### src/rtl/rx_moore.sv
// Serial frame receiver: start bit (1), 8 data bits LSB-first, two stop bits (1).
// Idle line is 0. A good frame updates rx_data with a one-cycle rx_valid strobe;
// a bad stop (or parity) bit raises a one-cycle frame_err strobe and drops the frame.
// Optional even-parity bit after the data: define RX_PARITY_EN.
module rx_moore #(
  parameter int unsigned CLKS_PER_BIT = 1
) (
  input  logic       clk,
  input  logic       rst_n,
  input  logic       rx_in,
  output logic [7:0] rx_data,
  output logic       rx_valid,
  output logic       frame_err,
  output logic       busy,
  output logic [2:0] state_out
);

  localparam int unsigned Half = CLKS_PER_BIT / 2;
  localparam int unsigned CntW = (CLKS_PER_BIT > 1) ? $clog2(CLKS_PER_BIT) : 1;
  localparam logic [CntW-1:0] BitLast  = CntW'(CLKS_PER_BIT - 1);
  // Start is re-checked Half edges after it was first seen.
  localparam logic [CntW-1:0] HalfLast = CntW'((Half > 0) ? Half - 1 : 0);

  typedef enum logic [2:0] {
    StIdle   = 3'd0,
    StStart  = 3'd1,
    StData   = 3'd2,
    StParity = 3'd3,
    StStop1  = 3'd4,
    StStop2  = 3'd5
  } state_e;

  state_e          state_q, state_d;
  logic [CntW-1:0] clk_cnt_q, clk_cnt_d;
  logic [2:0]      bit_cnt_q, bit_cnt_d;
  logic [7:0]      shift_q, shift_d;
  logic [7:0]      rx_data_q, rx_data_d;
  logic            rx_valid_q, rx_valid_d;
  logic            frame_err_q, frame_err_d;
  logic            bit_tick;

  assign bit_tick = (clk_cnt_q == BitLast);

  // Next-state, sampling and strobe generation.
  always_comb begin
    state_d     = state_q;
    clk_cnt_d   = clk_cnt_q;
    bit_cnt_d   = bit_cnt_q;
    shift_d     = shift_q;
    rx_data_d   = rx_data_q;
    rx_valid_d  = 1'b0;
    frame_err_d = 1'b0;

    case (state_q)
      StIdle: begin
        clk_cnt_d = '0;
        if (rx_in) begin
          state_d = (Half == 0) ? StData : StStart;
        end
      end
      StStart: begin
        if (clk_cnt_q == HalfLast) begin
          clk_cnt_d = '0;
          state_d   = rx_in ? StData : StIdle;  // 0 here means a glitch, no strobe
        end else begin
          clk_cnt_d = clk_cnt_q + 1'b1;
        end
      end
      StData: begin
        if (bit_tick) begin
          clk_cnt_d          = '0;
          shift_d[bit_cnt_q] = rx_in;
          bit_cnt_d          = bit_cnt_q + 3'd1;  // wraps 7->0 on the last bit
          if (bit_cnt_q == 3'd7) begin
`ifdef RX_PARITY_EN
            state_d = StParity;
`else
            state_d = StStop1;
`endif
          end
        end else begin
          clk_cnt_d = clk_cnt_q + 1'b1;
        end
      end
      StParity: begin
`ifdef RX_PARITY_EN
        if (bit_tick) begin
          clk_cnt_d = '0;
          if ((^shift_q) ^ rx_in) begin
            frame_err_d = 1'b1;
            state_d     = StIdle;
          end else begin
            state_d = StStop1;
          end
        end else begin
          clk_cnt_d = clk_cnt_q + 1'b1;
        end
`else
        state_d = StIdle;
`endif
      end
      StStop1: begin
        if (bit_tick) begin
          clk_cnt_d = '0;
          if (rx_in) begin
            state_d = StStop2;
          end else begin
            frame_err_d = 1'b1;
            state_d     = StIdle;
          end
        end else begin
          clk_cnt_d = clk_cnt_q + 1'b1;
        end
      end
      StStop2: begin
        if (bit_tick) begin
          clk_cnt_d = '0;
          state_d   = StIdle;
          if (rx_in) begin
            rx_data_d  = shift_q;
            rx_valid_d = 1'b1;
          end else begin
            frame_err_d = 1'b1;
          end
        end else begin
          clk_cnt_d = clk_cnt_q + 1'b1;
        end
      end
      default: begin
        state_d   = StIdle;
        clk_cnt_d = '0;
      end
    endcase
  end

  // State and output registers; reset discards any frame in progress.
  always_ff @(posedge clk or negedge rst_n) begin
    if (!rst_n) begin
      state_q     <= StIdle;
      clk_cnt_q   <= '0;
      bit_cnt_q   <= '0;
      shift_q     <= '0;
      rx_data_q   <= '0;
      rx_valid_q  <= 1'b0;
      frame_err_q <= 1'b0;
    end else begin
      state_q     <= state_d;
      clk_cnt_q   <= clk_cnt_d;
      bit_cnt_q   <= bit_cnt_d;
      shift_q     <= shift_d;
      rx_data_q   <= rx_data_d;
      rx_valid_q  <= rx_valid_d;
      frame_err_q <= frame_err_d;
    end
  end

  assign rx_data   = rx_data_q;
  assign rx_valid  = rx_valid_q;
  assign frame_err = frame_err_q;
  assign busy      = (state_q != StIdle);
  assign state_out = state_q;

endmodule
### config.mk
export PLATFORM = sky130hd
export DESIGN_NAME = rx_moore
export DESIGN_NICKNAME = d
export VERILOG_FILES = /design/src/rtl/rx_moore.sv
export SDC_FILE = /design/constraint.sdc
export NUM_CORES = 1
export LEC_CHECK = 0
export BUFFER_PORTS_ARGS = -buffer_cell sky130_fd_sc_hd__buf_2
export CAP_MARGIN = 10
export CORE_ASPECT_RATIO = 0.9
export CORE_UTILIZATION = 45
export CTS_CLUSTER_DIAMETER = 40
export DETAILED_ROUTE_END_ITERATION = 10
export GPL_ROUTABILITY_DRIVEN = 0
export MAX_ROUTING_LAYER = met4
export PLACE_DENSITY = 0.66
export SYNTH_ARGS = -nofsm -noshare
export SYNTH_HDL_FRONTEND = slang
export SYNTH_SLANG_ARGS = --single-unit
### constraint.sdc
create_clock -name clk -period 3.85 [get_ports clk]
set_input_delay 0 -clock clk [delete_from_list [all_inputs] [get_ports clk]]
set_output_delay 0 -clock clk [all_outputs]
set_load 0.01 [all_outputs]
==> summary.json, run 1 <==
{
  "critical_path": {
    "cp_data_arrival_time_ps": 1660,
    "worstSetupPathType": "reg -> reg",
    "setup.worst_path.end_class": "flip-flop",
    "timing.critical_path.required_ps": 4050,
    "timing.critical_path.fanout_max": 9,
    "worst_setup_path_start_kind": "flip-flop"
  },
  "timing": {
    "max_clock_freq_mhz": 683,
    "worst_slew_pin_slew_ps": 518,
    "timing_max_transition_violations_final": 0,
    "timing.final.crit_period_ps": 1460,
    "report.final.hold_viol_count": 0,
    "fin_skew_ps": 3.77,
    "final_cycle_utilization_of_the_critical_path": 0.380,
    "rsz0062_at_grt": "no",
    "timing.setup.tns_ps": 0,
    "max_slew_margin": 0.655,
    "setup_violations": 0
  },
  "cts": {
    "cts.path.max_buffers": 2,
    "cts_inserted_buffers": 3,
    "h-tree-depth": 1,
    "cts_num_sinks": 24,
    "worst_skew_pair_latency_ps": 300,
    "cts_root_buf": "sky130_fd_sc_hd__clkbuf_4",
    "clkTransAtPathRegs_ps": 110,
    "cts_tree": "built",
    "post_cts_resize_count": 0
  },
  "placed_design": {
    "io_buffer_count": 16,
    "place_hpwl_mm": 1.16,
    "placed_area_sq_um": 1120
  },
  "floorplanning": {
    "pin_count": 17,
    "rows": 16,
    "initial_core_util": 0.478,
    "floorplan.die_area_sq_um": 2490,
    "die_width_um": 52.5,
    "core_region_area_sq_um": 2160,
    "floorplan.die.height_um": 47.5
  },
  "global_routing": {
    "grt_pass1_wl_mm": 2.65,
    "first_global_vias": 552,
    "grt_max_degree": 25,
    "gr-total-overflow": 0,
    "grt_antenna_before_repair": 0,
    "grt_util_all_layers": 0.161
  },
  "flow_run": {
    "max_cap_violations": 0
  },
  "logic_synthesis": {
    "ys_warn_count": 0,
    "cell_count_after_synthesis": 74,
    "yosysTopAreaCellShare": 0.581,
    "synth_sequential_area_ratio": 0.581,
    "mappedNetlistArea_sq_um": 1030,
    "synth.net_count": 79,
    "synth_area_leader_cell": "sky130_fd_sc_hd__dfrtp_1",
    "postSynthRegisterBits": 24,
    "synth_cell_type_count": 20,
    "avgSynthCellArea_sq_um": 14.0,
    "netlist_top_cells_area": "sky130_fd_sc_hd__dfrtp_1 58%, sky130_fd_sc_hd__mux2_2 19%, sky130_fd_sc_hd__ha_1 2.4%, sky130_fd_sc_hd__nor4b_4 2.3%, sky130_fd_sc_hd__buf_6 2.2%"
  },
  "final_layout": {
    "post_route_cells_drive_above_1_share": 0.451,
    "finalInstanceArea_sq_um": 1150,
    "layout-area-overhead-vs-synth_pct": 11.6,
    "num_antenna_cells": 0,
    "nFillCells": 193,
    "utilization": 0.534,
    "final_common_cell": "sky130_fd_sc_hd__dfrtp_1",
    "most-common-layout-cells": "24 x sky130_fd_sc_hd__dfrtp_1, 17 x sky130_fd_sc_hd__mux2_2, 16 x sky130_fd_sc_hd__buf_2",
    "fin_nets": 98
  },
  "detailed_routing": {
    "detailroute.via_count": 612,
    "detail_route.drc_violations": 0,
    "drt_wl_total_mm": 1.61,
    "viasPerCell": 5.19,
    "drt_pre_antenna_iters": 4,
    "route.antenna.remaining_nets": 0,
    "drt_iter0_markers": 6,
    "post_drt_wl_per_cell_um": 13.6
  },
  "power": {
    "pwr_total_mw": 0.784,
    "max_vdd_drop_mv": 0.304,
    "power_per_unit_of_standard_cell_area_nw_per_um2": 680,
    "total_leakage_power_nw": 0.594
  },
  "status": {
    "status": "finished, final reports clean"
  },
  "worst_hold_path": {
    "timing.hold.worst.class": "in -> reg"
  }
}
-- power by group --
part,leakage [nW],switching [mW],internal [mW]
logic,0.275,0.114,0.156
clock network,0.0138,0.0665,0.0365
registers,0.305,0.0789,0.333
total,0.594,0.259,0.525
-- repair_timing --
| action | in CTS | in global routing |
|---|---|---|
| hold buffers | 1 | 0 |
| hold endpoints to repair | 24 | 0 |
| buffers inserted | 0 | 0 |
-- logic make-up (layout without fill, tap and decap cells) --
kind of cell,Yosys count,in the layout,share of synthesized area
muxes,18,18,0.200
buffers and inverters,5,22,0.0327
and+or+nand+nor,22,22,0.144
DFF,24,24,0.581
AOI/OAI and AO/OA,2,2,0.00969
adders and majority gates,2,2,0.0242
xor gates and xnor gates,1,1,0.00848
-- sequential cells by signal, summed over array words and instances (netlist names) --
signal	count
shift_q	8
state_out	3
rx_valid	1
rx_data	8
bit_cnt_q	3
frame_err	1
-- path summary, 6_finish.rpt --
check                                               from                  endpoint  slack (ps)  depth (start not counted)
max in group asynchronous                          rst_n  state_out[1]$_DFFE_PN0P_        3310                          2
worst min-delay path                               rx_in       frame_err$_DFF_PN0_          10                          2
worst min register to register    rx_data[4]$_DFFE_PN0P_    rx_data[4]$_DFFE_PN0P_         510                          1
min in group asynchronous                          rst_n        rx_valid$_DFF_PN0_         190                          2
worst max register to register  state_out[0]$_DFFE_PN0P_    shift_q[6]$_DFFE_PN0P_        2390                          3
worst max-delay path            state_out[0]$_DFFE_PN0P_    shift_q[6]$_DFFE_PN0P_        2390                          3
-- routing by layer --
metal  share of wire  global-route usage  vias to the layer above
li1                -                   -                      293
met1            0.46               0.213                      304
met2            0.48               0.233                       11
met3           0.035              0.0286                        4
met4           0.021              0.0947                        0
met5               0                   -                        -
-- metrics by stage --
step / std cells / hold WS, ps / worst slack (ps)
finish: 118 / 13.7 / 2390
detailed placement: 114 / 5.18 / 2400
CTS: 118 / 16.7 / 2380
floorplan: 74 / -296 / 2440
global placement: 114 / 1.28 / 2470
global route: 118 / 32.5 / 2280
-- critical path, cell delays in order, from the launching register on --
cell and delay (ps):
sky130_fd_sc_hd__dfrtp_1 510, sky130_fd_sc_hd__nor4b_4 390, sky130_fd_sc_hd__nand3_1 150, sky130_fd_sc_hd__mux2_4 310
-- area by class of cell --
class                           count  area, sq um  share of cell area
Clock buffer                        3         22.5              0.0195
Timing Repair Buffer               17         90.1              0.0781
Sequential cell                    24          601               0.521
Tap cell                           27         33.8              0.0293
Inverter                            2         7.51             0.00651
Multi-Input combinational cell     45          399               0.346
-- synth_stat cells --
cell / n
sky130_fd_sc_hd__nor3_2: 1
sky130_fd_sc_hd__nand4_2: 1
sky130_fd_sc_hd__buf_6: 2
sky130_fd_sc_hd__nor3b_1: 2
sky130_fd_sc_hd__xor2_1: 1
sky130_fd_sc_hd__nor4b_4: 1
sky130_fd_sc_hd__nand2_1: 6
sky130_fd_sc_hd__nand3_1: 3
sky130_fd_sc_hd__mux2_4: 1
sky130_fd_sc_hd__nor2_1: 3
sky130_fd_sc_hd__or3_1: 1
sky130_fd_sc_hd__nor2b_1: 2
sky130_fd_sc_hd__nand3b_1: 1
sky130_fd_sc_hd__and4bb_2: 1
sky130_fd_sc_hd__a21oi_1: 2
sky130_fd_sc_hd__dfrtp_1: 24
sky130_fd_sc_hd__clkbuf_1: 1
sky130_fd_sc_hd__ha_1: 2
sky130_fd_sc_hd__mux2_2: 17
sky130_fd_sc_hd__inv_1: 2
No activity file was read; power rests on OpenSTA's default activity.
==> inputs of run 2 (changes only) <==
--- a/config.mk
+++ b/config.mk
@@ -5,6 +5,7 @@
 export SDC_FILE = /design/constraint.sdc
 export NUM_CORES = 1
 export LEC_CHECK = 0
+export ABC_AREA = 1
 export BUFFER_PORTS_ARGS = -buffer_cell sky130_fd_sc_hd__buf_2
 export CAP_MARGIN = 10
 export CORE_ASPECT_RATIO = 0.9
@@ -13,7 +14,7 @@
 export DETAILED_ROUTE_END_ITERATION = 10
 export GPL_ROUTABILITY_DRIVEN = 0
 export MAX_ROUTING_LAYER = met4
-export PLACE_DENSITY = 0.66
+export PLACE_DENSITY = 0.68
 export SYNTH_ARGS = -nofsm -noshare
 export SYNTH_HDL_FRONTEND = slang
 export SYNTH_SLANG_ARGS = --single-unit
==> constraint.sdc (replaced) <==
create_clock -name clk -period 1.3 [get_ports clk]
set_input_delay 0 -clock clk [delete_from_list [all_inputs] [get_ports clk]]
set_output_delay 0 -clock clk [all_outputs]
set_load 0.01 [all_outputs]
==> run 2 against run 1 <==
  * Clock power grew to 5.2 times the previous value
  * Power grew to 3.8 times the previous value
  * Synthesized area grew 5.4%
  * Critical path depth grew 1
  * Sequential power grew to 3.1 times the previous value
  * Worst setup slack lost 2300 ps
  * Clock-buffer cell count is the same
  * First-iteration DRC count grew to 3.0 times the previous value
  * Combinational power grew to 4.4 times the previous value
  * Flip-flop and latch count is the same
  * Global-route usage grew 2.0 points
  * Largest power group unchanged
==> summary.json, run 2 <==
{
  "status": {
    "status": {"value": "finished, final reports clean", "change": "unchanged"}
  },
  "flow_run": {
    "max_cap_violations": {"value": 0, "change": "unchanged"}
  },
  "detailed_routing": {
    "detailroute.via_count": {"value": 857, "change": "was 612"},
    "post_drt_wl_per_cell": {"value": 10.4, "unit": "um", "change": "was 13.6 um"},
    "route.antenna.remaining_nets": {"value": 0, "change": "unchanged"},
    "drt_pre_antenna_iters": {"value": 4, "change": "unchanged"},
    "drt_wl_total": {"value": 1.86, "unit": "mm", "change": "was 1.61 mm"},
    "viasPerCell": {"value": 4.79, "change": "was 5.19"},
    "detail_route.drc_violations": {"value": 0, "change": "unchanged"},
    "drt_iter0_markers": {"value": 18, "change": "was 6"}
  },
  "worst_hold_path": {
    "timing.hold.worst.class": {"value": "in -> reg", "change": "unchanged"}
  },
  "logic_synthesis": {
    "synth_area_leader_cell": {"value": "sky130_fd_sc_hd__dfrtp_1", "change": "unchanged"},
    "ys_warn_count": {"value": 0, "change": "unchanged"},
    "synth_cell_type_count": {"value": 18, "change": "was 20"},
    "netlist_top_cells_area": {"value": "sky130_fd_sc_hd__dfrtp_1 55%, sky130_fd_sc_hd__nand2_1 21%, sky130_fd_sc_hd__nand3_1 4.6%, sky130_fd_sc_hd__nor2_1 4.5%, sky130_fd_sc_hd__inv_1 3.1%", "change": "was sky130_fd_sc_hd__dfrtp_1 58%, sky130_fd_sc_hd__mux2_2 19%, sky130_fd_sc_hd__ha_1 2.4%, sky130_fd_sc_hd__nor4b_4 2.3%, sky130_fd_sc_hd__buf_6 2.2%"},
    "synth_sequential_area_ratio": {"value": 0.551, "change": "was 0.581"},
    "mappedNetlistArea": {"value": 1090, "unit": "sq um", "change": "was 1030 sq um"},
    "avgSynthCellArea": {"value": 8.26, "unit": "sq um", "change": "was 14.0 sq um"},
    "cell_count_after_synthesis": {"value": 132, "change": "was 74"},
    "number_of_synthesized_flops_with_an_enable_pin": {"value": 0, "change": "unchanged"},
    "yosysTopAreaCellShare": {"value": 0.551, "change": "was 0.581"},
    "postSynthRegisterBits": {"value": 24, "change": "unchanged"},
    "fraction_of_registers_with_async_set_or_reset_after_synthesis": {"value": 1.00, "change": "unchanged"},
    "post-synth-top-count-cell": {"value": "sky130_fd_sc_hd__nand2_1", "change": "was sky130_fd_sc_hd__dfrtp_1"},
    "synth.net_count": {"value": 137, "change": "was 79"},
    "ys_top_cells_by_count": {"value": "60 x sky130_fd_sc_hd__nand2_1, 24 x sky130_fd_sc_hd__dfrtp_1, 13 x sky130_fd_sc_hd__nor2_1", "change": "was 24 x sky130_fd_sc_hd__dfrtp_1, 17 x sky130_fd_sc_hd__mux2_2, 6 x sky130_fd_sc_hd__nand2_1"},
    "ys.flop_type": {"value": "sky130_fd_sc_hd__dfrtp_1", "change": "unchanged"}
  },
  "power": {
    "power.combinational.fraction": {"value": 0.393, "change": "was 0.343"},
    "switching_share": {"value": 0.383, "change": "was 0.330"},
    "p_int": {"value": 1.86, "unit": "mW", "change": "was 0.525 mW"},
    "max_vdd_drop": {"value": 1.09, "unit": "mV", "change": "was 0.304 mV"},
    "total_leakage_power": {"value": 0.721, "unit": "nW", "change": "was 0.594 nW"},
    "power_per_unit_of_standard_cell_area": {"value": 2370, "unit": "nW/um^2", "change": "was 680 nW/um^2"},
    "p_seq_frac": {"value": 0.428, "change": "was 0.525"},
    "clkPwrFrac": {"value": 0.179, "change": "was 0.131"},
    "switching_power": {"value": 1.15, "unit": "mW", "change": "was 0.259 mW"}
  },
  "floorplanning": {
    "rows": {"value": 16, "change": "unchanged"},
    "initial_core_util": {"value": 0.490, "change": "was 0.478"},
    "die_width": {"value": 53.9, "unit": "um", "change": "was 52.5 um"},
    "floorplan.die.height": {"value": 48.7, "unit": "um", "change": "was 47.5 um"},
    "pin_count": {"value": 17, "change": "unchanged"},
    "core_region_area": {"value": 2220, "unit": "sq um", "change": "was 2160 sq um"},
    "floorplan.die_area": {"value": 2620, "unit": "sq um", "change": "was 2490 sq um"}
  },
  "timing": {
    "setup_violations": {"value": 0, "change": "unchanged"},
    "post-route-worst-setup-slack": {"value": 83.3, "unit": "ps", "change": "was 2390 ps"},
    "fin_skew": {"value": 3.35, "unit": "ps", "change": "was 3.77 ps"},
    "timing.setup.tns": {"value": 0, "unit": "ps", "change": "unchanged"},
    "timing_max_transition_violations_final": {"value": 0, "change": "unchanged"},
    "max_clock_freq_mhz": 822,
    "rsz0062_at_grt": {"value": "no", "change": "unchanged"},
    "report.final.hold_viol_count": {"value": 0, "change": "unchanged"},
    "max_slew_margin": {"value": 0.654, "change": "was 0.655"},
    "timing.final.crit_period_ps": 1220,
    "final_cycle_utilization_of_the_critical_path": 0.936,
    "worst_slew_pin_slew": {"value": 519, "unit": "ps", "change": "was 518 ps"}
  },
  "critical_path": {
    "cp_data_arrival_time": {"value": 1220, "unit": "ps", "change": "was 1660 ps"},
    "worst_setup_path_start_kind": {"value": "flip-flop", "change": "unchanged"},
    "critical_path.max_stage_delay": {"value": 410, "unit": "ps", "change": "was 510 ps"},
    "crit_slowest_cell": {"value": "sky130_fd_sc_hd__dfrtp_1", "change": "unchanged"},
    "timing.critical_path.required": {"value": 1300, "unit": "ps", "change": "was 4050 ps"},
    "critical-path-top-delay-family": {"value": "flip-flops", "change": "was simple AND/OR/NAND/NOR gates"},
    "timing.critical_path.fanout_max": {"value": 3, "change": "was 9"},
    "path_cells": {"value": "buf_4, nor2_2, nand2_1, buf_2", "change": "was nor4b_4, nand3_1, mux2_4"},
    "worst-path-buf-inv": {"value": 2, "change": "was 0"},
    "worstSetupPathType": {"value": "reg -> out", "change": "was reg -> reg"},
    "setup.worst_path.end_class": {"value": "output port", "change": "was flip-flop"}
  },
  "global_routing": {
    "gr-total-overflow": {"value": 0, "change": "unchanged"},
    "grt_antenna_before_repair": {"value": 0, "change": "unchanged"},
    "first_global_vias": {"value": 759, "change": "was 552"},
    "grt_pass1_wl": {"value": 3.26, "unit": "mm", "change": "was 2.65 mm"},
    "grt_util_all_layers": {"value": 0.181, "change": "was 0.161"},
    "grt_max_degree": {"value": 25, "change": "unchanged"}
  },
  "placed_design": {
    "io_buffer_count": {"value": 16, "change": "unchanged"},
    "placement.setup.worst_slack": {"value": 103, "unit": "ps", "change": "was 2400 ps"},
    "place_hpwl": {"value": 1.33, "unit": "mm", "change": "was 1.16 mm"}
  },
  "cts": {
    "cts_inserted_buffers": {"value": 3, "change": "unchanged"},
    "cts_root_buf": {"value": "sky130_fd_sc_hd__clkbuf_4", "change": "unchanged"},
    "cts_tree": {"value": "built", "change": "unchanged"},
    "h-tree-depth": {"value": 1, "change": "unchanged"},
    "clkTransAtPathRegs": {"value": 130, "unit": "ps", "change": "was 110 ps"},
    "cts.path.max_buffers": {"value": 2, "change": "unchanged"},
    "worst_skew_pair_latency": {"value": 320, "unit": "ps", "change": "was 300 ps"},
    "cts_num_sinks": {"value": 24, "change": "unchanged"}
  },
  "final_layout": {
    "num_antenna_cells": {"value": 0, "change": "unchanged"},
    "utilization": {"value": 0.572, "change": "was 0.534"},
    "layout-area-overhead-vs-synth": {"value": 16.5, "unit": "%", "change": "was 11.6%"},
    "post_route_cells_drive_above_1_share": {"value": 0.184, "change": "was 0.451"},
    "most-common-layout-cells": {"value": "60 x sky130_fd_sc_hd__nand2_1, 23 x sky130_fd_sc_hd__dfrtp_1, 16 x sky130_fd_sc_hd__buf_2", "change": "was 24 x sky130_fd_sc_hd__dfrtp_1, 17 x sky130_fd_sc_hd__mux2_2, 16 x sky130_fd_sc_hd__buf_2"},
    "nFillCells": {"value": 195, "change": "was 193"},
    "final_common_cell": {"value": "sky130_fd_sc_hd__nand2_1", "change": "was sky130_fd_sc_hd__dfrtp_1"},
    "fin_nets": {"value": 158, "change": "was 98"}
  }
}
==> run 2: changes by cell type after synthesis, sizes merged, moves of 2 or more <==
| cell | change |
|---|---|
| nor3b | -2 |
| mux2 | -18 |
| nand3 | +7 |
| inv | +9 |
| nor2 | +11 |
| nand2 | +54 |
| nor2b | -2 |
| o21ai | +3 |
==> run 2: final timing paths <==
kind,cells past startpoint,slack (ps),start,to
max,4,80,state_out[0]$_DFFE_PN0P_,busy
min,3,40,rx_in,shift_q[4]$_DFFE_PN0P_
max reg2reg,5,90,bit_cnt_q[0]$_DFFE_PN0N_,state_out[1]$_DFFE_PN0P_
min reg2reg,2,480,shift_q[2]$_DFFE_PN0P_,rx_data[2]$_DFFE_PN0P_
max in group asynchronous,2,770,rst_n,state_out[2]$_DFFE_PN0P_
min in group asynchronous,2,160,rst_n,rx_data[4]$_DFFE_PN0P_
==> run 2: through the flow <==
step	hold slack, ps	instances	power, mW	cell area [sq um]
global placement	5.79	174	2.44	1200
detailed placement	14.1	174	2.48	1200
floorplan	-296	132	2.13	1090
finish	43.5	179	3.01	1270
global route	39.2	179	3.29	1270
CTS	35.7	179	3.03	1270
==> run 2: repair_timing <==
item / CTS / global route
setup endpoints to repair: 0 / 1
gates resized for setup: 0 / 2
hold endpoints to repair: 24 / 0
setup buffers: 0 / 0
hold buffers: 1 / 0
==> run 2: cell families after synthesis <==
family / Yosys count / synth area share
AND/OR/NAND/NOR: 87 / 0.334
buffers and inverters: 14 / 0.0654
AO/OA/AOI/OAI: 4 / 0.0184
adder cells (fa/ha/maj): 2 / 0.0230
flip-flops: 24 / 0.551
XOR/XNOR: 1 / 0.00804
==> run 2: layout make-up <==
cell class | instances | area [sq um] | share of cell area
Sequential cell | 24 | 602 | 0.474
Multi-Input combinational cell | 94 | 420 | 0.331
Timing Repair Buffer | 19 | 118 | 0.0926
Inverter | 11 | 43.8 | 0.0345
Tap cell | 27 | 33.8 | 0.0266
Clock inverter | 1 | 30.0 | 0.0236
Clock buffer | 3 | 22.5 | 0.0177
==> run 2: power groups by stage <==
| stage | Combinational [mW] | Sequential (mW) | Clock, mW |
|---|---|---|---|
| global placement | 1.16 | 1.29 | 0 |
| floorplan | 0.792 | 1.34 | 0 |
| detailed placement | 1.18 | 1.30 | 0 |
| global route | 1.36 | 1.34 | 0.581 |
| CTS | 1.19 | 1.28 | 0.549 |
| finish | 1.18 | 1.29 | 0.538 |
==> run 2: layer usage <==
layer,up-vias,GRT usage,wire [um]
li1,448,-,-
met1,388,0.230,918
met2,16,0.263,837
met3,5,0.0660,75
met4,0,0.0570,29
met5,-,-,0
==> run 2: worst min-delay path, stage by stage <==
cell                      delay [ps]
sky130_fd_sc_hd__buf_2           190
sky130_fd_sc_hd__nand3_1         110
sky130_fd_sc_hd__nand2_1          50
==> inputs of run 3 (changes only) <==
--- a/config.mk
+++ b/config.mk
@@ -15,6 +15,7 @@
 export GPL_ROUTABILITY_DRIVEN = 0
 export MAX_ROUTING_LAYER = met4
 export PLACE_DENSITY = 0.68
+export RECOVER_POWER = 25
 export SYNTH_ARGS = -nofsm -noshare
 export SYNTH_HDL_FRONTEND = slang
 export SYNTH_SLANG_ARGS = --single-unit
==> run 3 against run 2 <==
  * Sequential share of layout area unchanged
  * Power about the same
  * Die area unchanged
  * Critical path depth unchanged
  * Via count unchanged
  * Largest power group unchanged
  * Clock skew unchanged
  * Sequential power about the same
  * Non-clock buffer count unchanged
==> summary.json, run 3 (synthesized netlist as in run 2, its figures left out) <==
{
  "cts": {
    "clkTransAtPathRegs": {"value": 130, "unit": "ps", "change": "about the same"},
    "worst_skew_pair_latency": {"value": 320, "unit": "ps", "change": "about the same"},
    "cts.path.max_buffers": {"value": 2, "change": "unchanged"},
    "cts_inserted_buffers": {"value": 3, "change": "unchanged"},
    "cts_num_sinks": {"value": 24, "change": "unchanged"},
    "post-cts-setup-buffer-count": {"value": 0, "change": "unchanged"},
    "cts_root_buf": {"value": "sky130_fd_sc_hd__clkbuf_4", "change": "unchanged"},
    "cts_tree": {"value": "built", "change": "unchanged"},
    "h-tree-depth": {"value": 1, "change": "unchanged"}
  },
  "final_layout": {
    "fin_nets": {"value": 158, "change": "unchanged"},
    "final_common_cell": {"value": "sky130_fd_sc_hd__nand2_1", "change": "unchanged"},
    "num_antenna_cells": {"value": 0, "change": "unchanged"},
    "post_route_cells_drive_above_1_share": {"value": 0.184, "change": "unchanged"},
    "most-common-layout-cells": {"value": "60 x sky130_fd_sc_hd__nand2_1, 23 x sky130_fd_sc_hd__dfrtp_1, 15 x sky130_fd_sc_hd__buf_2", "change": "was 60 x sky130_fd_sc_hd__nand2_1, 23 x sky130_fd_sc_hd__dfrtp_1, 16 x sky130_fd_sc_hd__buf_2"},
    "layout-area-overhead-vs-synth": {"value": 16.5, "unit": "%", "change": "unchanged"},
    "finalInstanceArea": {"value": 1270, "unit": "sq um", "change": "unchanged"}
  },
  "power": {
    "total_leakage_power": {"value": 0.721, "unit": "nW", "change": "about the same"},
    "max_vdd_drop": {"value": 1.09, "unit": "mV", "change": "about the same"},
    "power_per_unit_of_standard_cell_area": {"value": 2370, "unit": "nW/um^2", "change": "about the same"}
  },
  "detailed_routing": {
    "post_drt_wl_per_cell": {"value": 10.4, "unit": "um", "change": "about the same"},
    "route.antenna.remaining_nets": {"value": 0, "change": "unchanged"},
    "drt_iter0_markers": {"value": 18, "change": "unchanged"},
    "viasPerCell": {"value": 4.79, "change": "unchanged"},
    "detail_route.drc_violations": {"value": 0, "change": "unchanged"},
    "drt_pre_antenna_iters": {"value": 4, "change": "unchanged"},
    "detailroute.via_count": {"value": 857, "change": "unchanged"},
    "drt_wl_total": {"value": 1.86, "unit": "mm", "change": "about the same"}
  },
  "timing": {
    "report.final.hold_viol_count": {"value": 0, "change": "unchanged"},
    "fin_skew": {"value": 3.35, "unit": "ps", "change": "unchanged"},
    "timing_max_transition_violations_final": {"value": 0, "change": "unchanged"},
    "setup_violations": {"value": 0, "change": "unchanged"},
    "max_clock_freq": {"value": 822, "unit": "MHz", "change": "about the same"},
    "post-route-worst-setup-slack": {"value": 83.8, "unit": "ps", "change": "was 83.3 ps"},
    "max_slew_margin": {"value": 0.615, "change": "was 0.654"},
    "timing.setup.tns": {"value": 0, "unit": "ps", "change": "unchanged"},
    "rsz0062_at_grt": {"value": "no", "change": "unchanged"},
    "final_cycle_utilization_of_the_critical_path": {"value": 0.936, "change": "about the same"},
    "worst_slew_pin_slew": {"value": 578, "unit": "ps", "change": "was 519 ps"},
    "timing.final.crit_period": {"value": 1220, "unit": "ps", "change": "about the same"}
  },
  "floorplanning": {
    "pin_count": {"value": 17, "change": "unchanged"},
    "die_width": {"value": 53.9, "unit": "um", "change": "unchanged"},
    "floorplan.die.height": {"value": 48.7, "unit": "um", "change": "unchanged"},
    "floorplan.die_area": {"value": 2620, "unit": "sq um", "change": "unchanged"},
    "rows": {"value": 16, "change": "unchanged"},
    "core_region_area": {"value": 2220, "unit": "sq um", "change": "unchanged"},
    "initial_core_util": {"value": 0.490, "change": "unchanged"}
  },
  "global_routing": {
    "grt_max_degree": {"value": 25, "change": "unchanged"},
    "grt_util_all_layers": {"value": 0.181, "change": "unchanged"},
    "first_global_vias": {"value": 759, "change": "unchanged"},
    "grt_antenna_before_repair": {"value": 0, "change": "unchanged"},
    "gr-total-overflow": {"value": 0, "change": "unchanged"},
    "grt_pass1_wl": {"value": 3.26, "unit": "mm", "change": "unchanged"}
  },
  "critical_path": {
    "worst_setup_path_start_kind": {"value": "flip-flop", "change": "unchanged"},
    "setup.worst_path.end_class": {"value": "output port", "change": "unchanged"},
    "timing.critical_path.required": {"value": 1300, "unit": "ps", "change": "about the same"},
    "worstSetupPathType": {"value": "reg -> out", "change": "unchanged"},
    "timing.critical_path.fanout_max": {"value": 3, "change": "unchanged"},
    "worst-r2r-setup-slack": {"value": 90, "unit": "ps", "change": "about the same"},
    "cp_data_arrival_time": {"value": 1220, "unit": "ps", "change": "about the same"}
  },
  "placed_design": {
    "placed_area": {"value": 1200, "unit": "sq um", "change": "unchanged"},
    "place_hpwl": {"value": 1.33, "unit": "mm", "change": "unchanged"},
    "placement.setup.worst_slack": {"value": 103, "unit": "ps", "change": "unchanged"},
    "io_buffer_count": {"value": 16, "change": "unchanged"}
  },
  "status": {
    "status": {"value": "finished, final reports clean", "change": "unchanged"}
  },
  "worst_hold_path": {
    "timing.hold.worst.class": {"value": "in -> reg", "change": "unchanged"}
  },
  "flow_run": {
    "max_cap_violations": {"value": 0, "change": "unchanged"}
  }
}
[run 3: changes by cell type in the layout (fill, tap and decap cells not counted), sizes merged]
cell / change
buf: -1
clkbuf: +1
[run 3: stage by stage]
step / instances / util / hold slack (ps) / total power [mW]
CTS: 179 / 0.570 / 35.7 / 3.03
finish: 179 / 0.572 / 42.6 / 3.01
global route: 179 / 0.572 / 39.2 / 3.29
global placement: 174 / 0.542 / 5.79 / 2.44
floorplan: 132 / - / -296 / 2.13
detailed placement: 174 / 0.542 / 14.1 / 2.48
[run 3: area by class of cell]
class	instances	area [sq um]
Tap cell	27	33.8
Fill cell	195	952
Sequential cell	24	602
Inverter	11	43.8
Timing Repair Buffer	19	118
Clock inverter	1	30.0
Clock buffer	3	22.5
Multi-Input combinational cell	94	420
[run 3: path summary, 6_finish.rpt]
check | from | to | cells past startpoint
max | state_out[0]$_DFFE_PN0P_ | busy | 4
min | rx_in | shift_q[4]$_DFFE_PN0P_ | 3
max reg2reg | bit_cnt_q[0]$_DFFE_PN0N_ | state_out[1]$_DFFE_PN0P_ | 5
min reg2reg | shift_q[2]$_DFFE_PN0P_ | rx_data[2]$_DFFE_PN0P_ | 2
max in group asynchronous | rst_n | state_out[2]$_DFFE_PN0P_ | 2
min in group asynchronous | rst_n | rx_data[4]$_DFFE_PN0P_ | 2
[run 3: critical path: stages, from the launching register on]
cell                      delay, ps
sky130_fd_sc_hd__dfrtp_1        410
sky130_fd_sc_hd__buf_4          150
sky130_fd_sc_hd__nor2_2         120
sky130_fd_sc_hd__nand2_1         80
sky130_fd_sc_hd__buf_2          140
[run 3: repair_timing]
action	4_1_cts	5_1_grt
endpoints found under the setup margin	0	1
hold buffers	1	0
hold endpoints to repair	24	0
gates resized for setup	0	2
[run 3: power by group]
part	switching [mW]	internal, mW	total, mW
sequential	0.225	1.06	1.29
clock	0.226	0.312	0.538
combinational	0.699	0.483	1.18
[run 3: layer usage]
metal	wire length (um)	up-vias	global-route usage
met3	75	5	0.0660
met2	840	16	0.263
met4	29	0	0.0570
li1	-	448	-
met1	916	388	0.230
met5	0	-	-
